`config.mk`:
```
export PLATFORM = sky130hd
export DESIGN_NAME = note_sequencer
export DESIGN_NICKNAME = d
export VERILOG_FILES = /design/src/rtl/iv_seq_pkg.sv /design/src/rtl/note_sequencer_timer.sv /design/src/rtl/note_sequencer.sv
export SDC_FILE = /design/constraint.sdc
export NUM_CORES = 1
export LEC_CHECK = 0
export CORE_MARGIN = 5
export CORE_UTILIZATION = 50
export CTS_CLUSTER_SIZE = 28
export DETAILED_ROUTE_END_ITERATION = 8
export PLACE_DENSITY = 0.69
export SLEW_MARGIN = 20
export SYNTH_ARGS = -nofsm -noshare
export SYNTH_HDL_FRONTEND = slang
export SYNTH_SLANG_ARGS = --single-unit
export TNS_END_PERCENT = 1
```
`constraint.sdc`:
```
create_clock -name CLK -period 2.5 [get_ports CLK]
set_input_delay 0.375 -clock CLK [delete_from_list [all_inputs] [get_ports CLK]]
set_output_delay 0.375 -clock CLK [all_outputs]
set_load 0.1 [all_outputs]
```
`src/rtl/iv_seq_pkg.sv`:
```
// Shared types and constants for the note step sequencer.
// Holds the state encoding, the note codes, the step entry layout and the power-on arpeggio.
package iv_seq_pkg;

  typedef enum logic [1:0] {
    ST_IDLE = 2'd0,
    ST_RUN  = 2'd1,
    ST_DONE = 2'd2
  } seq_state_t;

  localparam logic [1:0] NOTE_FS5 = 2'd0;
  localparam logic [1:0] NOTE_A5  = 2'd1;
  localparam logic [1:0] NOTE_CS6 = 2'd2;
  localparam logic [1:0] NOTE_E6  = 2'd3;

  typedef struct packed {
    logic       on;
    logic [1:0] note;
  } step_t;

  // Up/down arpeggio FS5 A5 CS6 E6 E6 CS6 A5 FS5, repeated for longer patterns.
  function automatic step_t default_step(input logic [3:0] idx);
    step_t s;
    s.on = 1'b1;
    case (idx[2:0])
      3'd0, 3'd7: s.note = NOTE_FS5;
      3'd1, 3'd6: s.note = NOTE_A5;
      3'd2, 3'd5: s.note = NOTE_CS6;
      default:    s.note = NOTE_E6;
    endcase
    return s;
  endfunction

endpackage

```
`src/rtl/note_sequencer_timer.sv`:
```
// Per-step tick counter for the note sequencer: wraps every STEP_TICKS clocks.
// Reports expiry on the last tick and whether the next tick falls in the gate-off gap.
module seq_step_timer #(
  parameter int STEP_TICKS = 2_500_000,
  parameter int GATE_GAP   = 250_000
) (
  input  logic clk_i,
  input  logic rst_i,
  input  logic clear_i,
  output logic expire_o,
  output logic gap_nxt_o
);

  localparam int TICK_W = (STEP_TICKS > 1) ? $clog2(STEP_TICKS) : 1;
  localparam logic [TICK_W-1:0] LAST_TICK = TICK_W'(STEP_TICKS - 1);
  // One extra bit so an open window equal to STEP_TICKS (legato) still fits.
  localparam logic [TICK_W:0] OPEN_TICKS = (TICK_W + 1)'(STEP_TICKS - GATE_GAP);

  logic [TICK_W-1:0] tick_q, tick_d;

  assign expire_o = (tick_q == LAST_TICK);

  always_comb begin
    tick_d = tick_q;
    if (clear_i || expire_o) begin
      tick_d = '0;
    end else begin
      tick_d = tick_q + 1'b1;
    end
  end

  assign gap_nxt_o = !({1'b0, tick_d} < OPEN_TICKS);

  always_ff @(posedge clk_i) begin
    if (rst_i) begin
      tick_q <= '0;
    end else begin
      tick_q <= tick_d;
    end
  end

endmodule

```
`src/rtl/note_sequencer.sv`:
```
// Step sequencer feeding the square-wave oscillator's note select and the output gate.
// Holds the writable pattern RAM, the play/loop FSM and the current step registers.
module note_sequencer
  import iv_seq_pkg::*;
#(
  parameter int STEP_TICKS = 2_500_000,
  parameter int GATE_GAP   = 250_000,
  parameter int NUM_STEPS  = 8,
  localparam int IDX_W     = $clog2(NUM_STEPS)
) (
  input  logic             CLK,
  input  logic             RST,
  input  logic             PLAY,
  input  logic             LOOP_EN,
  input  logic             WR_EN,
  input  logic [IDX_W-1:0] WR_ADDR,
  input  logic [2:0]       WR_DATA,
  output logic [1:0]       NOTE_SEL,
  output logic             GATE,
  output logic [IDX_W-1:0] STEP_IDX,
  output logic             STEP_STROBE,
  output logic             DONE
);

  localparam logic [IDX_W-1:0] LAST_IDX = IDX_W'(NUM_STEPS - 1);

  seq_state_t       state_q, state_d;
  logic [IDX_W-1:0] idx_q, idx_d;
  logic [1:0]       note_q, note_d;
  logic             on_q, on_d;
  logic             gate_q, gate_d;
  logic             strobe_q, strobe_d;
  logic             done_q, done_d;
  step_t            pat_q [NUM_STEPS];

  logic             load;
  logic [IDX_W-1:0] load_idx;
  logic             timer_clear;
  logic             expire;
  logic             gap_nxt;

  // The timer only runs while playing; any other state parks it at tick 0.
  assign timer_clear = !(state_q == ST_RUN && PLAY);

  seq_step_timer #(
    .STEP_TICKS(STEP_TICKS),
    .GATE_GAP  (GATE_GAP)
  ) u_timer (
    .clk_i    (CLK),
    .rst_i    (RST),
    .clear_i  (timer_clear),
    .expire_o (expire),
    .gap_nxt_o(gap_nxt)
  );

  always_comb begin
    state_d  = state_q;
    idx_d    = idx_q;
    note_d   = note_q;
    on_d     = on_q;
    gate_d   = 1'b0;
    strobe_d = 1'b0;
    done_d   = 1'b0;
    load     = 1'b0;
    load_idx = '0;

    case (state_q)
      ST_IDLE: begin
        if (PLAY) begin
          state_d = ST_RUN;
          load    = 1'b1;
        end
      end
      ST_RUN: begin
        if (!PLAY) begin
          state_d = ST_IDLE;
          idx_d   = '0;
        end else if (expire) begin
          if (idx_q == LAST_IDX && !LOOP_EN) begin
            state_d = ST_DONE;
            done_d  = 1'b1;
          end else begin
            load     = 1'b1;
            load_idx = idx_q + 1'b1;
          end
        end else begin
          gate_d = on_q && !gap_nxt;
        end
      end
      ST_DONE: begin
        if (!PLAY) begin
          state_d = ST_IDLE;
          idx_d   = '0;
        end else begin
          done_d = 1'b1;
        end
      end
      default: begin
        state_d = ST_IDLE;
        idx_d   = '0;
      end
    endcase

    // A load reads the pattern before this cycle's write lands.
    if (load) begin
      idx_d    = load_idx;
      note_d   = pat_q[load_idx].note;
      on_d     = pat_q[load_idx].on;
      gate_d   = pat_q[load_idx].on;
      strobe_d = 1'b1;
    end
  end

  always_ff @(posedge CLK) begin
    if (RST) begin
      state_q  <= ST_IDLE;
      idx_q    <= '0;
      note_q   <= '0;
      on_q     <= 1'b0;
      gate_q   <= 1'b0;
      strobe_q <= 1'b0;
      done_q   <= 1'b0;
      for (int i = 0; i < NUM_STEPS; i++) begin
        pat_q[i] <= default_step(4'(i));
      end
    end else begin
      state_q  <= state_d;
      idx_q    <= idx_d;
      note_q   <= note_d;
      on_q     <= on_d;
      gate_q   <= gate_d;
      strobe_q <= strobe_d;
      done_q   <= done_d;
      if (WR_EN) begin
        pat_q[WR_ADDR] <= step_t'(WR_DATA);
      end
    end
  end

  assign NOTE_SEL    = note_q;
  assign GATE        = gate_q;
  assign STEP_IDX    = idx_q;
  assign STEP_STROBE = strobe_q;
  assign DONE        = done_q;

endmodule

```
==> summary.md <==
| Metric | Value |
|---|---|
| Hold Crit Class | reg -> reg |
| Hold Slack | 456 ps |
| Cells after synthesis | 326 |
| Area of the multi-input gates | 1720 sq um |
| Port-buffer cells | 18 |
| CTS Buffer Depth | 2 |
| Register Area | 1380 sq um |
| Fin util | 59.8% |
| #FFs+latches synth | 57 |
| Detailed Routing Iterations Pass 1 | 4 |
| All-Layer GR Usage | 17.0% |
| Core area | 6310 sq um |
| Initial antenna violation count | 0 |
| Reg power frac | 44.7% |
| Antenna Cells | 0 |
| PwrDens | 601 nW/um^2 |
| Switching part of the total power | 23.5% |
| Synth top area cells | edfxtp_1 22%, dfxtp_1 20%, mux2i_1 5.9% |
| Post-route minimum period | 2340 ps |
| Status | completed |
| P_int | 1.74 mW |
| Post-synth top area share | 22.2% |
| Fmax | 0.427 GHz |
| Combinational Power Share | 7.2% |
| Maximum vdd drop | 0.000474 V |
| Mapped cell area | 3240 sq um |
| Num Clock Sinks | 57 |
| Initial Util | 51.3% |
| Via count | 2456 |
| CTS Buf Count | 9 |
| Initial DRC Count | 111 |
| Crit-path max cell delay | 570 ps |
| Ports | 19 |
| Clk_skew | 9.74 ps |
| Fraction of registers with async set or reset after synthesis | 0% |
| Total negative slack | 0 ps |
| Vias in the first global route | 2330 |
| Layout fillers | 578 |
| Post-synthesis cell type count | 69 |
| Die W | 90.5 um |
| Placed cell count | 421 |
| Leak pwr | 1.36 nW |
| Syn_area_per_cell | 9.94 sq um |
| Worst slew pin tran | 465 ps |
| Worst Path Max Fanout | 9 |
| Reg clk slew, reported paths | 80 ps |
| Period Utilization, post-route | 93.7% |
| Worst skew pair latency | 340 ps |
| Unrepaired setup endpoints after global routing | no |
| DRT Wirelength | 6.68 mm |
| Clock share of power | 48.1% |
| Type of origin of the critical path | flop |
| Synth-to-Final Area Change | 16.4% |
| CP delay by family, top | simple AND/OR/NAND/NOR gates |
| Crit path capture type | flop |
| CP bufs+invs | 0 |
| Yosys warns | 0 |
| Largest net degree at the start of global routing | 20 |
| # rows | 29 |
| Remaining global-route overflow | 0 |
| Max-Slew Margin vs Limit | 69.0% |
| H-tree levels | 3 |
| Nets@finish | 372 |
| CP Class | reg -> reg |
| Maxcap violations | 0 |
| Cell taking the most area after synthesis | edfxtp_1 |
| Required @ worst endpoint | 2780 ps |
| Sequential share of the synthesized area | 42.6% |
| Die area | 8190 sq um |
| Post-route DRC | 0 |
| DR WL/cell | 15.3 um |
| Slew Viols, Final | 0 |
| First-pass GRT wire length | 11.3 mm |
| Post-layout instance count excluding filler cells | 437 |
| CTS tree | done |
| Most used flip-flop cell after synthesis | dfxtp_1 |
| P_sw | 0.532 mW |
| Share of cells above drive strength 1 | 22.2% |
| Power, Total | 2.27 mW |
| Worst path slowest cell | or4_4 |
| Root buf cell | clkbuf_8 |
| Setup repair bufs after CTS | 0 |
| Worst path arrival time | 2620 ps |
| Cells along the critical path | nand4_4, or4_4, nor2_2, mux2i_1, a22oi_1, a211oi_1, o2bb2ai_1 |
| DP HPWL | 4.83 mm |
| Die Ht | 90.5 um |
| Post-synth EDFFs | 24 |
| Post-synth net total | 343 |
| Hold Fails Final Rpt | 0 |
| Setup violations, final | 0 |
| Post-DRT Antenna Nets | 0 |
| GPL Wtd Cong | 0.814 |
| Via-per-instance ratio | 5.62 |
## metrics by stage
| stage | instance area (sq um) | setup slack [ps] |
|---|---|---|
| after floorplan | 3240 | 73.9 |
| after global placement | 3520 | 167 |
| after detailed placement | 3520 | 210 |
| after CTS | 3770 | 157 |
| after global routing | 3770 | 0.922 |
| final | 3770 | 157 |
## worst paths after layout
| kind | startpoint | to | slack, ps | cells after the start |
|---|---|---|---|---|
| hold reg to reg | NOTE_SEL[0] | NOTE_SEL[0] | 460 | 2 |
| hold / removal | NOTE_SEL[0] | NOTE_SEL[0] | 460 | 2 |
| setup / recovery | u_timer.tick_q[5] | GATE | 160 | 7 |
| setup reg to reg | u_timer.tick_q[5] | GATE | 160 | 7 |
## Yosys cell counts (4+ instances only)
library cell and instances:
nand2_1 22, buf_2 6, nand4_1 8, dfxtp_1 33
clkbuf_1 4, nand2b_1 12, nor4_1 4, nor3_1 7
or3_1 4, xnor2_1 9, inv_1 9, edfxtp_1 24
a21oi_1 10, nand3b_1 4, and3_1 4, nand3_1 13
or2_2 8, buf_6 4, nor3b_1 4, mux2i_1 19
xor2_1 12, nor2_1 35, ha_1 6
## tightest hold or removal path, stage by stage, from the launching register on
cell	delay (ps)
dfxtp_1	310
nand2_1	50
a21oi_1	50
## area by class of cell
class                   count  share of cell area, %
well taps                  77                   2.55
flip-flops and latches     57                   36.7
multi-input cells         242                   45.5
clock inverters             7                   3.32
clock buffers               9                   3.28
inverters                   9                  0.895
repair buffers             36                   7.82
## placed cells by master, fill, tap and decap left out, types with 4 or more instances in the layout
| cell | count |
|---|---|
| buf_4 | 26 |
| nand3b_1 | 4 |
| xnor2_1 | 9 |
| xor2_1 | 12 |
| nor3b_1 | 4 |
| nand2_1 | 22 |
| clkbuf_8 | 9 |
| or2_2 | 8 |
| nand4_1 | 8 |
| dfxtp_1 | 31 |
| and3_1 | 4 |
| nor2_1 | 35 |
| edfxtp_1 | 24 |
| mux2i_1 | 19 |
| nand2b_1 | 12 |
| inv_1 | 9 |
| nor3_1 | 7 |
| or3_1 | 4 |
| nand3_1 | 13 |
| clkdlybuf4s50_1 | 10 |
| ha_1 | 6 |
| a21oi_1 | 10 |
## flip-flops by register name, indices dropped and copies added (netlist names)
register        flops
pat_q              24
u_timer.tick_q     22
STEP_IDX            3
NOTE_SEL            2
state_q             2
DONE                1
GATE                1
STEP_STROBE         1
on_q                1
## per-layer routing
metal  vias up  global-route usage (%)  share of wire, %
li1       1236                       -                 -
met1      1168                    22.3                48
met2        42                    26.2                46
met3        10                    5.25               4.3
met4         0                    6.58               2.0
met5         -                       0                 0
## logic make-up after synthesis
kind of cell	count (synthesis)	share of synthesized area, %
flip-flops	57	42.6
XOR/XNOR	21	5.67
buffers and inverters	27	4.67
AO/OA/AOI/OAI	34	7.80
adder cells (fa/ha/maj)	6	2.32
AND/OR/NAND/NOR	162	31.1
multiplexers	19	5.87
## power groups by stage
stage	logic (mW)	registers, mW	clock network [mW]
floorplan	0.0837	1.06	0
global placement	0.162	1.04	0
detailed placement	0.163	1.04	0
CTS	0.164	1.02	1.10
global route	0.177	1.02	1.16
finish	0.162	1.01	1.09
## timing repair
item,in CTS,in global routing
gates resized for setup,0,1
endpoints found under the setup margin,0,1
hold buffers,0,0
(Power assumes the default switching activity.)
